===== src/rtl/sm4_round_engine.sv =====
// Iterative SM4 cipher engine: 32 rounds on one 128-bit block, ROUNDS_PER_CYCLE rounds per clock.
// Optional macro SM4_KEY_LATCH_EN captures rk_flat at acceptance instead of reading it live.
module sm4_round_engine #(
    parameter int ROUNDS_PER_CYCLE = 1
) (
    input  logic          clk,
    input  logic          rst,
    input  logic          in_valid,
    output logic          in_ready,
    input  logic          mode_dec,
    input  logic [127:0]  data_in,
    input  logic [1023:0] rk_flat,
    output logic          out_valid,
    input  logic          out_ready,
    output logic [127:0]  data_out,
    output logic          busy
);

    generate
        if (ROUNDS_PER_CYCLE != 1 && ROUNDS_PER_CYCLE != 2 && ROUNDS_PER_CYCLE != 4 &&
            ROUNDS_PER_CYCLE != 8 && ROUNDS_PER_CYCLE != 16 && ROUNDS_PER_CYCLE != 32) begin : g_bad_rounds
            $error("sm4_round_engine: ROUNDS_PER_CYCLE must be 1, 2, 4, 8, 16 or 32");
        end
    endgenerate

    // STEP truncates to 0 for 32 rounds per cycle, so the counter simply stays at 0.
    localparam logic [4:0] STEP  = 5'(ROUNDS_PER_CYCLE);
    localparam logic [5:0] STEP6 = 6'(ROUNDS_PER_CYCLE);

    localparam logic [2047:0] SBOX = {
        128'hd690e9fecce13db716b614c228fb2c05,
        128'h2b679a762abe04c3aa44132649860699,
        128'h9c4250f491ef987a33540b43edcfac62,
        128'he4b31ca9c908e89580df94fa758f3fa6,
        128'h4707a7fcf37317ba83593c19e6854fa8,
        128'h686b81b27164da8bf8eb0f4b70569d35,
        128'h1e240e5e6358d1a225227c3b01217887,
        128'hd40046579fd327524c3602e7a0c4c89e,
        128'heabf8ad240c738b5a3f7f2cef96115a1,
        128'he0ae5da49b341a55ad933230f58cb1e3,
        128'h1df6e22e8266ca60c02923ab0d534e6f,
        128'hd5db3745defd8e2f03ff6a726d6c5b51,
        128'h8d1baf92bbddbc7f11d95c411f105ad8,
        128'h0ac13188a5cd7bbd2d74d012b8e5b4b0,
        128'h8969974a0c96777e65b9f109c56ec684,
        128'h18f07dec3adc4d2079ee5f3ed7cb3948
    };

    typedef enum logic [1:0] {
        IDLE,
        RUN,
        DONE
    } state_t;

    state_t        state_q;
    state_t        state_d;
    logic [127:0]  x_q;
    logic          dec_q;
    logic [4:0]    ctr_q;
    logic [127:0]  data_q;
    logic [127:0]  chain;
    logic [127:0]  result;
    logic          last_step;
    logic          accept;
    logic [1023:0] rk_src;

    // Entry 0 sits in the top byte, so byte b lives at offset 8*(255-b) = {~b, 3'b000}.
    function automatic logic [7:0] sbox(input logic [7:0] b);
        return SBOX[{~b, 3'b000} +: 8];
    endfunction

    function automatic logic [31:0] trans_enc(input logic [31:0] a);
        logic [31:0] b;
        b = {sbox(a[31:24]), sbox(a[23:16]), sbox(a[15:8]), sbox(a[7:0])};
        return b ^ {b[29:0], b[31:30]} ^ {b[21:0], b[31:22]} ^
               {b[13:0], b[31:14]} ^ {b[7:0], b[31:8]};
    endfunction

`ifdef SM4_KEY_LATCH_EN
    logic [1023:0] rk_q;

    always_ff @(posedge clk or posedge rst) begin
        if (rst) begin
            rk_q <= '0;
        end else if (accept) begin
            rk_q <= rk_flat;
        end
    end

    assign rk_src = rk_q;
`else
    assign rk_src = rk_flat;
`endif

    // Chain ROUNDS_PER_CYCLE rounds; decryption walks the key schedule backwards.
    always_comb begin
        logic [4:0]  idx;
        logic [31:0] rk_word;
        logic [31:0] t_in;
        chain   = x_q;
        idx     = '0;
        rk_word = '0;
        t_in    = '0;
        for (int j = 0; j < ROUNDS_PER_CYCLE; j++) begin
            idx = ctr_q + 5'(j);
            if (dec_q) begin
                idx = 5'd31 - idx;
            end
            rk_word = rk_src[{idx, 5'b00000} +: 32];
            t_in    = chain[95:64] ^ chain[63:32] ^ chain[31:0] ^ rk_word;
            chain   = {chain[95:0], chain[127:96] ^ trans_enc(t_in)};
        end
    end

    assign result    = {chain[31:0], chain[63:32], chain[95:64], chain[127:96]};
    assign last_step = ({1'b0, ctr_q} + STEP6) == 6'd32;
    assign accept    = in_ready & in_valid;
    assign data_out  = data_q;

    always_ff @(posedge clk or posedge rst) begin
        if (rst) begin
            state_q <= IDLE;
        end else begin
            state_q <= state_d;
        end
    end

    // Handshake outputs come from the state register only.
    always_comb begin
        state_d   = state_q;
        in_ready  = 1'b0;
        out_valid = 1'b0;
        busy      = 1'b0;
        case (state_q)
            IDLE: begin
                in_ready = 1'b1;
                if (in_valid) begin
                    state_d = RUN;
                end
            end
            RUN: begin
                busy = 1'b1;
                if (last_step) begin
                    state_d = DONE;
                end
            end
            DONE: begin
                busy      = 1'b1;
                out_valid = 1'b1;
                if (out_ready) begin
                    state_d = IDLE;
                end
            end
            default: begin
                state_d = IDLE;
            end
        endcase
    end

    always_ff @(posedge clk or posedge rst) begin
        if (rst) begin
            x_q    <= '0;
            dec_q  <= 1'b0;
            ctr_q  <= '0;
            data_q <= '0;
        end else if (accept) begin
            x_q   <= data_in;
            dec_q <= mode_dec;
            ctr_q <= '0;
        end else if (state_q == RUN) begin
            x_q   <= chain;
            ctr_q <= ctr_q + STEP;
            if (last_step) begin
                data_q <= result;
            end
        end
    end

endmodule


===== config.mk =====
export PLATFORM = sky130hd
export DESIGN_NAME = sm4_round_engine
export DESIGN_NICKNAME = d
export VERILOG_FILES = /design/src/rtl/sm4_round_engine.sv
export SDC_FILE = /design/constraint.sdc
export NUM_CORES = 2
export LEC_CHECK = 0
export CORE_AREA = 2 2 495 497
export DETAILED_ROUTE_END_ITERATION = 10
export DIE_AREA = 0 0 497 499
export DONT_BUFFER_PORTS = 1
export MAX_ROUTING_LAYER = met4
export PLACE_DENSITY = 0.42
export REMOVE_ABC_BUFFERS = 1
export SLEW_MARGIN = 0
export SYNTH_ARGS = -nofsm -noshare
export SYNTH_HDL_FRONTEND = slang
export SYNTH_SLANG_ARGS = --single-unit
export TNS_END_PERCENT = 30

===== constraint.sdc =====
create_clock -name clk -period 9.1 [get_ports clk]
set_input_delay 0.455 -clock clk [delete_from_list [all_inputs] [get_ports clk]]
set_output_delay 0.455 -clock clk [all_outputs]
set_load 0.01 [all_outputs]

Yosys cells after proc, flatten, opt, wreduce, memory -nomap -nowiden --
Cells that the tools add are included.
Word-level totals: flip-flop bits (word level) 264, input port bits 1157, word-level logic and storage cells 50
Operators by class: bitwise operators 14, shifts and indexed selects 5, multiplexer cells 12, reductions and logical operators 5, equal/unequal tests 6, add/sub/neg operators 3
Operator list (number):
- $shiftx A2048 B12 Y8 const A | 4
- $shiftx A1024 B11 Y32 | 1
- $mux W128 | 2
- $xor A32 B32 Y32 | 8
- $not A8 Y8 | 4
- $mux W5 | 3
- $add A5 B1 Y6 const B | 1
- $eq A6 B6 Y1 const B | 1
- $mux W2 | 3
- $ne A2 B2 Y1 const B | 3
- $pmux W2 S3 | 1
- $reduce_and A3 Y1 | 2
- $add A5 B1 Y5 const B | 1
- $sub A5 B5 Y5 const A | 1
- $mux W1 | 3
- $eq A2 B1 Y1 const B | 1
- $eq A2 B2 Y1 const B | 1
- $logic_not A2 Y1 | 1
- $reduce_bool A2 Y1 | 1
- $reduce_or A2 Y1 | 1
- $and A1 B1 Y1 | 1
- $not A1 Y1 | 1

Longest topological paths before layout --
depth after elaboration 13, gate-level depth with buffers 30, depth with buffers taken out 20

Worst setup path after synthesis --
No wires, ideal clock.
path type register to register, from register ctr_q[2], to register x_q[14], path buffers 6, stages on the path, launching flop included 25, library setup time 0.069 ns, setup slack 3.286 ns, arrival time 5.746 ns, required time 9.031 ns, cells stage by stage dfrtp_1 buf_6 buf_6 buf_6 buf_6 mux4_2 a32oi_1 a21o_1 o211ai_1 a21o_1 inv_2 buf_1 buf_1 ha_1 clkinv_1 nand2_1 o21ai_0 o221a_2 o21a_1 nor3_1 a311oi_4 xnor2_1 xor3_1 or4b_1 nand3_1
Between the ends: longest elaborated chain between the ends 13, elaborated cells between the ends (all ways) 19
RTL lines:
- start: declaration | line 59 | logic [4:0] ctr_q;
- start signal: assignment | line 172 | ctr_q <= ctr_q + STEP;
- $sub A5 B5 Y5 | line 107 | idx = 5'd31 - idx;
- $mux W5 * | line 106 | if (dec_q) begin
- $shiftx A1024 B11 Y32 * | line 109 | rk_word = rk_src[{idx, 5'b00000} +: 32];
- $xor A32 B32 Y32 * | line 110 | t_in = chain[95:64] ^ chain[63:32] ^ chain[31:0] ^ rk_word;
- $not A8 Y8 | line 69 | return SBOX[{~b, 3'b000} +: 8];
- $shiftx A2048 B12 Y8 | line 69
- $xor A32 B32 Y32 (3 in series) | line 75 | return b ^ {b[29:0], b[31:30]} ^ {b[21:0], b[31:22]} ^
- $xor A32 B32 Y32 * | line 76 | {b[13:0], b[31:14]} ^ {b[7:0], b[31:8]};
- $xor A32 B32 Y32 * | line 111 | chain = {chain[95:0], chain[127:96] ^ trans_enc(t_in)};
- $mux W128 * | line 170 | end else if (state_q == RUN) begin
- $mux W128 * | line 166 | end else if (accept) begin
- end signal: assignment | line 167 | x_q <= data_in;
- end signal: assignment | line 171 | x_q <= chain;
- end: declaration | line 57 | logic [127:0] x_q;
Every way passes the cells marked *; elsewhere a longest branch is shown, timed or not. The select of a mux whose other input is x is not followed. A chain may end at the register's enable or synchronous reset.

Final worst setup path --
from register ctr_q[1], to register x_q[26]
The elaborated chain is that of the path after synthesis.

==> flow_summary.json <==
{
  "rows": 181,
  "final_area_mm2": 0.05238,
  "grt_max_degree": 111,
  "status": "completed",
  "routedWlPerCell_um": 44.40,
  "top_usage_layer": "met2",
  "critPathSlowestCell": "a211oi_1",
  "postLayoutCoreUtil_pct": 21.60,
  "overflow": 0,
  "critPathMaxFanout": 33,
  "arrival_ns": 8.97,
  "hold_path_class": "input pin to flip-flop",
  "r2r_start": "ctr_q[1]",
  "via_count": 53670,
  "hold_viol": 0,
  "cts_htree_levels": 2,
  "cp.required_ns": 9.58,
  "final_common_cell": "nand2_1",
  "synth_cell_types": 124,
  "numPortBuffers": 0,
  "clockBufferDepth": 3,
  "first_pass_iters": 6,
  "ant_nets": 0,
  "grtUsageMet1_pct": 37.73,
  "cts_root_buf": "clkbuf_16",
  "mostFrequentLayoutCells": "nand2_1 (969), mux2i_1 (459), buf_4 (347)",
  "cts_tree": "yes",
  "holdBufCountCts": 122,
  "path_buf_inv": 5,
  "clkLatencyLatePin_ns": 0.65,
  "crit_type": "flip-flop to flip-flop",
  "drc": 0,
  "place.gp.congestion": 1.107,
  "fin_crit_ns": 8.485,
  "synth-seq-area-share_pct": 14.73,
  "yosysTopAreaCellShare_pct": 14.73,
  "post-dp-hpwl_um": 326400,
  "drt_iter0_markers": 7116,
  "synth_cells": 5595,
  "layout-drive-gt1-share_pct": 16.61,
  "max-slew-margin-rel_pct": 5.386,
  "placed_area_mm2": 0.04940,
  "fin_skew_ns": 0.06467,
  "die_w_um": 497,
  "crit_path_start": "ctr_q[1]",
  "io_pins": 1288,
  "grt_first_pass_wirelength_um": 519200,
  "worstHoldStart": "data_in[100]",
  "grt_antenna_before_repair": 149,
  "netlist_area_mm2": 0.04486,
  "synthArstFlopShare_pct": 100.0,
  "path_delay_family": "compound AO/OA/AOI/OAI gates",
  "worstSetupEndpointType": "flip-flop",
  "synth_area_per_cell_um2": 8.017,
  "yosysWarnings": 0,
  "synth_ff_type": "dfrtp_1",
  "fp.coreArea_mm2": 0.2425,
  "synth_edf_count": 0,
  "start_util_pct": 18.49,
  "finalSetupViolCount": 0,
  "dieArea_mm2": 0.2480,
  "yosysTopAreaCell": "dfrtp_1",
  "grt_util_met3_pct": 10.16,
  "rsz0062_at_grt": "false",
  "routed_wl_um": 400300,
  "crit_path_max_incr_delay_ns": 1.12,
  "synth-seq-cells": 264,
  "finalMaxSlewViolations": 0,
  "grt_use_total_pct": 31.68,
  "vias_per_cell": 5.953,
  "die_h_um": 499,
  "ys_top_cells_by_area": "dfrtp_1 (15%), mux4_2 (12%), mux2i_1 (10%)",
  "cts.sinks": 264,
  "worst_slew_pin_slew_ns": 1.411,
  "cts_made_buffers": 37,
  "clock.fmax_ghz": 0.1179,
  "maxCapViolCount": 0,
  "cts_setup_buffers": 0,
  "syn_to_final_growth_pct": 16.77,
  "nets": 6755,
  "crit_top_cell": "buf_4",
  "path_clk_slew_ns": 0.06,
  "cts_resized": 0,
  "period_share_pct": 93.24,
  "start_kind": "flip-flop",
  "path_cells": "buf_4, buf_4, mux4_2, a221o_1, a211oi_1, nor4_2, buf_4, xnor2_2, clkinv_2, ha_1, nor3b_1, buf_4, a211oi_1, a311oi_1, nor4_1, o32ai_1, nand4_1, xnor2_1, xnor3_1, nand2_1, a21oi_1",
  "grt_use_met2_pct": 47.07,
  "grt_pass1_vias": 50670
}
## through the flow
| stage | hold slack [ns] | std cells | setup WS, ns | setup TNS (ns) |
|---|---|---|---|---|
| final | 0.06126 | 9016 | 0.6147 | 0 |
| after global placement | 0.4771 | 8596 | 0.8705 | 0 |
| after global routing | 0.05502 | 8995 | 0.4497 | 0 |
| after CTS | 0.03531 | 8784 | 0.8290 | 0 |
| after detailed placement | 0.4738 | 8596 | 0.9191 | 0 |
| after floorplan | 0.4864 | 5021 | -16.47 | -1449.25 |
## synthesized netlist by cell type, drive strengths merged, types with 97 or more instances
cell / number
a21oi: 275
a211oi: 104
a221oi: 110
dfrtp: 264
o21ai: 345
nand2: 979
nor2: 290
nor3: 108
xnor2: 118
clkbuf: 203
mux4: 236
nand3: 172
o211ai: 97
mux2i: 460
buf: 371
## layer usage
metal  part of all wire, %  vias up
li1                      -    21880
met1                    39    27600
met2                    44     3555
met3                    11      635
met4                   6.7        0
met5                     0        -
## cell families after synthesis
logic type,share of synthesized area (%)
compound gates,29.10
xor+xnor,5.060
fa+ha+maj,1.222
buf+inv,7.367
simple gates,18.80
mux,23.72
flops,14.73
## state kept, by name, indices dropped and copies added, names as in the netlist
name and cells:
x_q 128, state_q 2, data_out 128, ctr_q 5
dec_q 1
## area by class of cell
class                           instances  area [um2]
Sequential cell                       264        6625
Tap cell                             3202        4006
Inverter                               65       265.3
Clock buffer                           52        1042
Fill cell                           27160      190200
Antenna cell                          232       580.6
Timing Repair Buffer                  495        4347
Clock inverter                         14       131.4
Multi-Input combinational cell       4692       35380
## worst register-to-register path: stages (launching register included)
cell	delay (ns)
dfrtp_4	0.74
buf_4	0.38
buf_4	0.50
mux4_2	0.60
a221o_1	0.35
a211oi_1	1.12
nor4_2	0.18
buf_4	0.26
xnor2_2	0.40
clkinv_2	0.17
ha_1	0.41
nor3b_1	0.26
buf_4	0.22
a211oi_1	0.07
a311oi_1	0.37
nor4_1	0.09
o32ai_1	0.31
nand4_1	0.60
xnor2_1	0.66
xnor3_1	0.46
nand2_1	0.09
a21oi_1	0.07
## worst paths after layout
check / endpoint / slack (ns) / depth (start not counted)
worst max register to register: x_q[26] / 0.61 / 21
worst max-delay path: x_q[26] / 0.61 / 21
min in group asynchronous: x_q[79] / 0.43 / 2
worst min-delay path: x_q[100] / 0.06 / 2
max in group asynchronous: data_out[61] / 6.44 / 4
worst min register to register: state_q[1] / 0.53 / 1
Power is left out: the tool's default activity adds up to more than one toggle a clock period on the data nets, which glitch-free logic cannot reach.
